[src/rtl/mips_muldiv_pkg.sv]
// Shared types and op-decode helpers for the HI/LO multiply/divide unit.
// Optional accumulate ops are enabled by defining MIPS_MULDIV_MADD_EN.
package mips_muldiv_pkg;

  typedef enum logic [3:0] {
    OP_MULT  = 4'd0,
    OP_MULTU = 4'd1,
    OP_DIV   = 4'd2,
    OP_DIVU  = 4'd3,
    OP_MTHI  = 4'd4,
    OP_MTLO  = 4'd5,
    OP_MADD  = 4'd6,
    OP_MADDU = 4'd7,
    OP_MSUB  = 4'd8,
    OP_MSUBU = 4'd9
  } muldiv_op_t;

  typedef enum logic [1:0] {
    ST_IDLE,
    ST_PREP,
    ST_ITER,
    ST_FIX
  } muldiv_state_t;

  // Accumulate codes only count as multiplies when the feature is built in.
  function automatic logic is_mult_op(input muldiv_op_t op);
    case (op)
      OP_MULT, OP_MULTU: return 1'b1;
`ifdef MIPS_MULDIV_MADD_EN
      OP_MADD, OP_MADDU, OP_MSUB, OP_MSUBU: return 1'b1;
`endif
      default: return 1'b0;
    endcase
  endfunction

  function automatic logic is_div_op(input muldiv_op_t op);
    return (op == OP_DIV) || (op == OP_DIVU);
  endfunction

  function automatic logic is_signed_op(input muldiv_op_t op);
    return (op == OP_MULT) || (op == OP_DIV) || (op == OP_MADD) || (op == OP_MSUB);
  endfunction

  function automatic logic is_acc_op(input muldiv_op_t op);
    return (op == OP_MADD) || (op == OP_MADDU) || (op == OP_MSUB) || (op == OP_MSUBU);
  endfunction

  function automatic logic is_sub_op(input muldiv_op_t op);
    return (op == OP_MSUB) || (op == OP_MSUBU);
  endfunction

endpackage

[src/rtl/mips_muldiv_if.sv]
// Issue/result bundle between the decoder (master) and the mul/div unit (slave).
interface mips_muldiv_if
  import mips_muldiv_pkg::*;
#(
  parameter int WIDTH = 32
);
  logic             start;
  muldiv_op_t       op;
  logic [WIDTH-1:0] rs_data;
  logic [WIDTH-1:0] rt_data;
  logic             busy;
  logic             done;
  logic [WIDTH-1:0] hi;
  logic [WIDTH-1:0] lo;

  modport master (output start, op, rs_data, rt_data, input busy, done, hi, lo);
  modport slave  (input start, op, rs_data, rt_data, output busy, done, hi, lo);
endinterface

[src/rtl/mips_muldiv_iter.sv]
// One iteration of the mul/div datapath: radix-2^MUL_STEP shift-add for
// multiply, restoring shift-subtract for divide. Purely combinational.
module mips_muldiv_iter #(
  parameter int WIDTH    = 32,
  parameter int MUL_STEP = 1
) (
  input  logic             mul_mode,
  input  logic [WIDTH-1:0] cur_hi,
  input  logic [WIDTH-1:0] cur_lo,
  input  logic [WIDTH-1:0] operand,
  output logic [WIDTH-1:0] next_hi,
  output logic [WIDTH-1:0] next_lo
);
  logic [WIDTH+MUL_STEP-1:0] pp;
  logic [WIDTH+MUL_STEP-1:0] sum;
  logic [WIDTH:0]            shifted;
  logic [WIDTH:0]            diff;

  always_comb begin
    pp = '0;
    for (int i = 0; i < MUL_STEP; i++) begin
      if (cur_lo[i]) pp = pp + ({{MUL_STEP{1'b0}}, operand} << i);
    end
    sum     = {{MUL_STEP{1'b0}}, cur_hi} + pp;
    // Partial remainder stays below the divisor, so bit WIDTH of diff is the borrow.
    shifted = {cur_hi, cur_lo[WIDTH-1]};
    diff    = shifted - {1'b0, operand};
    if (mul_mode) begin
      next_hi = sum[WIDTH+MUL_STEP-1:MUL_STEP];
      next_lo = {sum[MUL_STEP-1:0], cur_lo[WIDTH-1:MUL_STEP]};
    end else begin
      next_hi = diff[WIDTH] ? shifted[WIDTH-1:0] : diff[WIDTH-1:0];
      next_lo = {cur_lo[WIDTH-2:0], ~diff[WIDTH]};
    end
  end
endmodule

[src/rtl/mips_muldiv_unit.sv]
// Iterative multiply/divide unit owning HI/LO: IDLE -> PREP -> ITER x N -> FIX.
// Define MIPS_MULDIV_MADD_EN to add MADD/MADDU/MSUB/MSUBU accumulation.
module mips_muldiv_unit
  import mips_muldiv_pkg::*;
#(
  parameter int WIDTH    = 32,
  parameter int MUL_STEP = 1
) (
  input  logic         clk,
  input  logic         reset,
  input  logic         clk_enable,
  mips_muldiv_if.slave bus
);
  localparam int CNT_W = $clog2(WIDTH + 1);
  localparam int N_MUL = WIDTH / MUL_STEP;
  localparam int N_DIV = WIDTH;

  muldiv_state_t    state, state_nxt;
  logic [CNT_W-1:0] cnt;
  logic             done_q;
  muldiv_op_t       op_q;
  logic [WIDTH-1:0] a_raw, b_raw;
  logic [WIDTH-1:0] w_hi, w_lo, w_b;
  logic             neg_res, neg_rem;
  logic [WIDTH-1:0] hi_q, lo_q;
  logic [WIDTH-1:0] it_hi, it_lo;
  logic [WIDTH-1:0] fix_hi, fix_lo;
  logic             accept, mt_hi, mt_lo;
  logic             a_neg, b_neg;
  logic signed [WIDTH-1:0]   a_s, b_s;
  logic [2*WIDTH-1:0]        prod;

  function automatic logic [WIDTH-1:0] neg_if(input logic [WIDTH-1:0] v, input logic n);
    return n ? (~v + 1'b1) : v;
  endfunction

  function automatic logic [2*WIDTH-1:0] neg_if2(input logic [2*WIDTH-1:0] v, input logic n);
    return n ? (~v + 1'b1) : v;
  endfunction

  assign accept = (state == ST_IDLE) && bus.start && (is_mult_op(bus.op) || is_div_op(bus.op));
  assign mt_hi  = (state == ST_IDLE) && bus.start && (bus.op == OP_MTHI);
  assign mt_lo  = (state == ST_IDLE) && bus.start && (bus.op == OP_MTLO);

  assign a_s    = a_raw;
  assign b_s    = b_raw;
  assign a_neg  = is_signed_op(op_q) && (a_s < 0);
  assign b_neg  = is_signed_op(op_q) && (b_s < 0);

  mips_muldiv_iter #(.WIDTH(WIDTH), .MUL_STEP(MUL_STEP)) u_iter (
    .mul_mode (is_mult_op(op_q)),
    .cur_hi   (w_hi),
    .cur_lo   (w_lo),
    .operand  (w_b),
    .next_hi  (it_hi),
    .next_lo  (it_lo)
  );

  always_comb begin
    state_nxt = state;
    case (state)
      ST_IDLE: if (accept) state_nxt = ST_PREP;
      ST_PREP: state_nxt = ST_ITER;
      ST_ITER: if (cnt == CNT_W'(1)) state_nxt = ST_FIX;
      ST_FIX:  state_nxt = ST_IDLE;
      default: state_nxt = ST_IDLE;
    endcase
  end

  always_ff @(posedge clk) begin
    if (reset) begin
      state  <= ST_IDLE;
      cnt    <= '0;
      done_q <= 1'b0;
    end else if (clk_enable) begin
      state  <= state_nxt;
      done_q <= (state == ST_FIX);
      if (state == ST_PREP) cnt <= is_mult_op(op_q) ? CNT_W'(N_MUL) : CNT_W'(N_DIV);
      else if (state == ST_ITER) cnt <= cnt - CNT_W'(1);
    end
  end

  // Working datapath: hi/lo hold partial product or remainder/quotient, w_b the other magnitude.
  always_ff @(posedge clk) begin
    if (clk_enable) begin
      case (state)
        ST_IDLE: if (accept) begin
          a_raw <= bus.rs_data;
          b_raw <= bus.rt_data;
          op_q  <= bus.op;
        end
        ST_PREP: begin
          w_hi    <= '0;
          w_lo    <= neg_if(a_raw, a_neg);
          w_b     <= neg_if(b_raw, b_neg);
          neg_res <= a_neg ^ b_neg;
          neg_rem <= a_neg;
        end
        ST_ITER: begin
          w_hi <= it_hi;
          w_lo <= it_lo;
        end
        default: ;
      endcase
    end
  end

  always_comb begin
    prod   = neg_if2({w_hi, w_lo}, neg_res);
    fix_hi = prod[2*WIDTH-1:WIDTH];
    fix_lo = prod[WIDTH-1:0];
    if (!is_mult_op(op_q)) begin
      if (b_raw == '0) begin
        fix_hi = a_raw;
        fix_lo = '1;
      end else begin
        fix_hi = neg_if(w_hi, neg_rem);
        fix_lo = neg_if(w_lo, neg_res);
      end
    end
`ifdef MIPS_MULDIV_MADD_EN
    else if (is_acc_op(op_q)) begin
      {fix_hi, fix_lo} = is_sub_op(op_q) ? ({hi_q, lo_q} - prod) : ({hi_q, lo_q} + prod);
    end
`endif
  end

  always_ff @(posedge clk) begin
    if (reset) begin
      hi_q <= '0;
      lo_q <= '0;
    end else if (clk_enable) begin
      if (state == ST_FIX) begin
        hi_q <= fix_hi;
        lo_q <= fix_lo;
      end else if (mt_hi) begin
        hi_q <= bus.rs_data;
      end else if (mt_lo) begin
        lo_q <= bus.rs_data;
      end
    end
  end

  assign bus.busy = (state != ST_IDLE);
  assign bus.done = done_q;
  assign bus.hi   = hi_q;
  assign bus.lo   = lo_q;
endmodule

[src/flat_wrapper.sv]
// flat-port wrapper written by rule: the top's interface ports become plain ports
module mips_muldiv_unit_flat import mips_muldiv_pkg::*;
#(
  parameter int WIDTH    = 32,
  parameter int MUL_STEP = 1
)
  (clk, reset, clk_enable, bus_start, bus_op, bus_rs_data, bus_rt_data, bus_busy, bus_done, bus_hi, bus_lo);
  mips_muldiv_if #(.WIDTH(WIDTH)) bus_i ();
  input  logic clk;
  input  logic reset;
  input  logic clk_enable;
  input wire logic [$bits(bus_i.start)-1:0] bus_start;
  input wire logic [$bits(bus_i.op)-1:0] bus_op;
  input wire logic [$bits(bus_i.rs_data)-1:0] bus_rs_data;
  input wire logic [$bits(bus_i.rt_data)-1:0] bus_rt_data;
  output wire logic [$bits(bus_i.busy)-1:0] bus_busy;
  output wire logic [$bits(bus_i.done)-1:0] bus_done;
  output wire logic [$bits(bus_i.hi)-1:0] bus_hi;
  output wire logic [$bits(bus_i.lo)-1:0] bus_lo;
  assign bus_i.start = bus_start;
  assign bus_i.op = bus_op;
  assign bus_i.rs_data = bus_rs_data;
  assign bus_i.rt_data = bus_rt_data;
  assign bus_busy = bus_i.busy;
  assign bus_done = bus_i.done;
  assign bus_hi = bus_i.hi;
  assign bus_lo = bus_i.lo;
  mips_muldiv_unit #(.WIDTH(WIDTH), .MUL_STEP(MUL_STEP)) u_core (.clk(clk), .reset(reset), .clk_enable(clk_enable), .bus(bus_i));
endmodule
[config.mk]
export PLATFORM = sky130hd
export DESIGN_NAME = mips_muldiv_unit_flat
export DESIGN_NICKNAME = d
export VERILOG_FILES = /design/src/rtl/mips_muldiv_pkg.sv /design/src/rtl/mips_muldiv_if.sv /design/src/rtl/mips_muldiv_iter.sv /design/src/rtl/mips_muldiv_unit.sv /design/src/flat_wrapper.sv
export SDC_FILE = /design/constraint.sdc
export NUM_CORES = 1
export LEC_CHECK = 0
export ABC_AREA = 1
export BUFFER_PORTS_ARGS = -buffer_cell sky130_fd_sc_hd__buf_2
export CELL_PAD_IN_SITES_DETAIL_PLACEMENT = 0
export CELL_PAD_IN_SITES_GLOBAL_PLACEMENT = 1
export CORE_UTILIZATION = 45
export CTS_BUF_LIST = sky130_fd_sc_hd__clkbuf_8
export DETAILED_ROUTE_END_ITERATION = 10
export PLACE_DENSITY_LB_ADDON = 0.05
export SLEW_MARGIN = 10
export SYNTH_ARGS = -nofsm -noshare
export SYNTH_HDL_FRONTEND = slang
export SYNTH_SLANG_ARGS = --single-unit
[constraint.sdc]
create_clock -name clk -period 5.8 [get_ports clk]
set_input_delay 0.29 -clock clk [delete_from_list [all_inputs] [get_ports clk]]
set_output_delay 0.29 -clock clk [all_outputs]
set_load 0.01 [all_outputs]
Yosys cells after proc, flatten, opt, wreduce, memory -nomap -nowiden
Cells that the tools add are included.

Flip-flop bits (word level): 239. Bits of input ports: 72. Output and inout bits: 66. Word-level logic and storage cells: 100.

Add/subtract/negate cells: 8. Order comparisons: 2. Equal/unequal tests: 16. Muxes and demuxes: 27. Bitwise operators: 7. Reduce and logical (&&, ||, !) cells: 27.

Operators by type and width (count): $mux 32 (17); $add 32x1->32 const B (4); $not 32->32 (4); $pmux 32 s2 (2); $add 64x1->64 const B (1); $lt 32x1->1 const B (2); $mux 64 (1); $not 64->64 (1); $add 32x33->33 (1); $sub 33x32->33 (1); $logic_not 32->1 (1); $eq 4x2->1 const B (3); $eq 4x3->1 const B (3); $mux 6 (2); $reduce_and 3->1 (3); $eq 4x1->1 const B (2); $logic_not 4->1 (2); $pmux 2 s4 (1); $reduce_bool 2->1 (4); $eq 6x1->1 const B (1); $logic_and 1x1->1 (6); $reduce_and 2->1 (3); $sub 6x1->6 const B (1); $logic_or 1x1->1 (5); other kinds (11) (16).

Depth between registers and ports, before layout
Depth after elaboration: 7. Depth in mapped cells: 20. Mapped depth without buffers: 18.

By module
Synthesis repeated with hierarchy kept, for this count alone.

Cells, all modules: 3191. Area, all modules: 20448.4 um^2.

Modules (own cells, without submodules): mips_muldiv_unit (times used 1, cells an instance 1876, area each 14052.2 um^2, seq. area each 6446.2 um^2); mips_muldiv_iter (times used 1, cells an instance 1315, area each 6396.1 um^2, seq. area each 0.0 um^2).

Least setup slack after synthesis
No wires, ideal clock.

Kind: flip-flop to flip-flop. Start point: register u_core.state[0]. End point: register u_core.a_raw[0] (enable). Library setup time: 495 ps. Arrival time: 3656 ps. Data required time: 5305 ps. Setup slack: 1649 ps. Cell stages (with the launch flop): 7. Path buffers: 0. Clock period less this slack: 4151 ps. Cells stage by stage: dfxtp_1 > inv_1 > ha_1 > nand2_1 > nor2_1 > nand2_1 > nor2_1.

Cells in the longest elaborated chain, start to end: 4.

Ends and longest elaborated chain: start, declared (line mips_muldiv_unit.sv:18) `muldiv_state_t state, state_nxt;`; start signal, assigned (line mips_muldiv_unit.sv:76) `state <= state_nxt;`; $logic_not 2->1 (*) (line mips_muldiv_unit.sv:41, mips_muldiv_unit.sv:86); $logic_and 1x1->1 (2 in series) (line mips_muldiv_unit.sv:41) `assign accept = (state == ST_IDLE) && bus.start && (is_mult_op(bus.op) || is_div_op(bus.op));`; $reduce_and 3->1 (no source line) (*); end signal, assigned (line mips_muldiv_unit.sv:88) `a_raw <= bus.rs_data;`; end, declared (line mips_muldiv_unit.sv:22) `logic [WIDTH-1:0] a_raw, b_raw;`.

Mark *: on every way between the ends. The rest lies on a longest branch, timed or not. A chain may end at the register's enable or synchronous reset.

Final worst setup path
Start point: register u_core.w_lo[31]. End point: register u_core.w_hi[26], data pin.

Cells in the longest elaborated chain, start to end: 4.

Ends and longest elaborated chain: start, declared (line mips_muldiv_unit.sv:23) `logic [WIDTH-1:0] w_hi, w_lo, w_b;`; start signal, assigned (line mips_muldiv_unit.sv:94) `w_lo <= neg_if(a_raw, a_neg);`; start signal, assigned (line mips_muldiv_unit.sv:101) `w_lo <= it_lo;`; $sub 33x32->33 (line mips_muldiv_iter.sv:27) `diff = shifted - {1'b0, operand};`; $mux 32 (line mips_muldiv_iter.sv:32) `next_hi = diff[WIDTH] ? shifted[WIDTH-1:0] : diff[WIDTH-1:0];`; $mux 32 (line mips_muldiv_iter.sv:28) `if (mul_mode) begin`; $pmux 32 s2 (line mips_muldiv_unit.sv:86) `case (state)`; end signal, assigned (line mips_muldiv_unit.sv:100) `w_hi <= it_hi;`; end, declared (line mips_muldiv_unit.sv:23).

No other way between the ends.

==> run metrics <==
cell with the most instances on the worst path=nand2_2; endpoint with the worst hold slack=u_core.bus.done$_SDFFE_PP0P_; Setup CP Type=flop to flop; RSZ-0062 raised after global routing=false; Num CTS Buffers=44; Hold Violations, Final=0; total power divided by cell area=249.4 mW/mm²; Total GRT Usage=0.3529; die area=0.04483 mm²; root buffer cell=clkbuf_8; largest net degree at the start of global routing=67; Worst EP arrival=4040 ps; # DRC=0; Final Routed Wirelength=79270 µm; synthesized area=0.01980 mm²; Crit Reg-Reg Startpoint=u_core.w_lo[31]$_DFFE_PP_; Synth Warn #=0; initial DRC count=2297; FF-to-FF End=u_core.w_hi[26]$_SDFFCE_PN0P_; synthesis-stage register bit count=239; crit-path cells=inv_1 -> ha_1 -> fa_1 -> nor2_1 -> o21ai_1 -> nand2_2 -> nand2_2 -> nand2_2 -> nand2_4 -> nand3_2 -> nand2_2 -> nand2_1 -> nand3_1 -> a21oi_1; crit share post-route=0.6368; initial core utilization=0.4575; via count=21230; n_diodes=0; global-route wire length before repair=118800 µm; layout cells sized above 1=0.09953; Synth async-reset ratio=0; FF-to-FF path depth=14; clock-pin slew on the worst setup and hold paths=70 ps; H-tree levels=2; P&R area growth vs syn=13.63%; Worst Path Required=6150 ps; Final Slew Violations=0; post-synthesis cell type count=51; CP Capture Type=flop; slew margin rel.=0.2076; max-capacitance violation count=0; port bufs=137; Hold Crit Start=clk_enable; class of the worst hold path=input port to flop; post-synthesis cell count=3018; pin slew with the least headroom to its limit=1187 ps; Max stage delay on crit path=890 ps; Crit Path Max Fanout=29; post-route minimum period=3693 ps; Die W=211.7 µm; DP Wirelength=62060 µm; Synth area leaders=edfxtp_1, nand2_1, dfxtp_1; Net Count, Synth=3166; f_max=270.8 MHz; worst clock skew=54.54 ps; Die H=211.7 µm; clk buf depth=3; Post-synth top flop=edfxtp_1; Via-to-Cell Ratio=5.573; Post-DRT Antenna Nets=0; Mapped Avg Cell Area=6.559 µm²; fin nets=3341; hold depth=3; Startpoint Class=flop; commonest non-fill, non-tap cells in the layout=nand2_1, inv_1, nor2_1; number of synthesized flops with an enable pin=166; placed cells=3663; Tot Pwr=5609 µW; CORE AREA=0.04327 mm²; global placer's final weighted congestion=1.002; grt ovf=0; clock tree sinks=239; Yosys top cell area share=0.2518; average wire per standard cell=20.81 µm; Top delay family on crit path=simple AND/OR/NAND/NOR gates; outcome=completed; worst path bufs/invs=1; Leakage=0.01069 µW; initial antenna violation count=0; commonest non-fill, non-tap cell in the layout=nand2_1; Site Rows=76; io pins=138; Post-Layout Cell Count=3810; sequential area share after synthesis=0.3256; Post CTS Setup Buffer Count=0; vias in the first global route=19840; Worst R2R Setup Slack=2110 ps; TritonCTS clock tree=built; leading area contributor after synthesis=edfxtp_1; post-layout util=0.5199; Sum Neg Setup Slack=0 ps; VDD IR-drop max=0.0002100 V; Detailed Routing Iterations Pass 1=6; Min Hold Slack=60.41 ps; Slowest cell on crit path=nand2_2; Clk Latency, worst-skew pair=640 ps; Finish-stage setup viols=0
repair_timing:
item                       CTS  global route
setup endpoints to repair    0             0
hold buffers                69             0
hold endpoints to repair    77             0
resized for setup            0             0
cell type report:
type,count,area [µm²]
Inverter,390,1466
Tap cell,585,732.0
Clock buffer,48,660.6
Multi-Input combinational cell,2292,11470
Clock inverter,30,193.9
Timing Repair Buffer,226,1526
Fill cell,4464,20770
Sequential cell,239,6446
per-layer routing:
layer  up-vias  GRT usage  wire length, µm
met1      9893     0.4992            35590
met4         0    0.09520             1869
li1      10240          -                -
met2      1005     0.5329            33840
met3        97    0.08530             7974
met5         -          0                0
logic make-up (layout without fill, tap and decap cells):
kind of cell    after synthesis  after routing  share of synthesized area
simple gates               1606           1606                     0.3488
compound gates              516            516                     0.1392
buf+inv                     487            694                    0.09595
flops                       239            239                     0.3256
xor+xnor                     94             94                    0.04159
fa+ha+maj                    76             76                    0.04880
cells in the mapped netlist (all sizes together), types with 3 or more instances:
library cell	number
nand2	876
o21ai	221
a21o	6
o21bai	9
clkbuf	61
nand4	32
a21oi	237
nor2	347
a31oi	8
clkinv	4
or2	3
nor4	9
nand3b	13
xnor2	23
nor3	30
xor2	71
edfxtp	166
o22ai	17
buf	36
o31ai	6
a21boi	4
ha	74
inv	386
dfxtp	73
nand3	293
sequential cells by signal, summed over array words and instances (netlist names):
| register | flops |
|---|---|
| u_core.a_raw | 32 |
| u_core.b_raw | 32 |
| u_core.bus.hi | 32 |
| u_core.bus.lo | 32 |
| u_core.w_b | 32 |
| u_core.w_hi | 32 |
| u_core.w_lo | 32 |
| u_core.cnt | 6 |
| u_core.op_q | 4 |
| u_core.state | 2 |
| u_core.bus.done | 1 |
| u_core.neg_rem | 1 |
| u_core.neg_res | 1 |
worst max-delay path by stage:
stage	startpoint	endpoint	slack [ps]	cells past startpoint
floorplan	u_core.state[0]$_SDFFE_PP0P_	u_core.a_raw[0]$_DFFE_PP_	1650	6
global placement	u_core.w_lo[31]$_DFFE_PP_	u_core.w_hi[0]$_SDFFCE_PN0P_	2290	15
detailed placement	u_core.w_hi[22]$_SDFFCE_PN0P_	u_core.w_hi[26]$_SDFFCE_PN0P_	2170	11
CTS	u_core.w_hi[22]$_SDFFCE_PN0P_	u_core.w_hi[1]$_SDFFCE_PN0P_	2150	11
global route	u_core.w_hi[26]$_SDFFCE_PN0P_	u_core.w_hi[1]$_SDFFCE_PN0P_	1840	11
finish	u_core.w_lo[31]$_DFFE_PP_	u_core.w_hi[26]$_SDFFCE_PN0P_	2110	14
power breakdown:
part	internal, µW	total, µW	switching [µW]
Combinational	572	1850	1270
Clock	853	1620	766
Sequential	1980	2140	166
through the flow:
stage          cell area [µm²]  worst slack (ps)
4_1_cts                  22490              2151
3_5_place_dp             20950              2171
6_report                 22490              2107
2_1_floorplan            19800              1649
5_1_grt                  22490              1840
3_3_place_gp             20950              2287
worst min-delay path: cells and delay by family:
kind	cells	cell delay, ps
simple gates	1	110
buf+inv	1	140
compound gates	1	70
(Power assumes the default switching activity.)
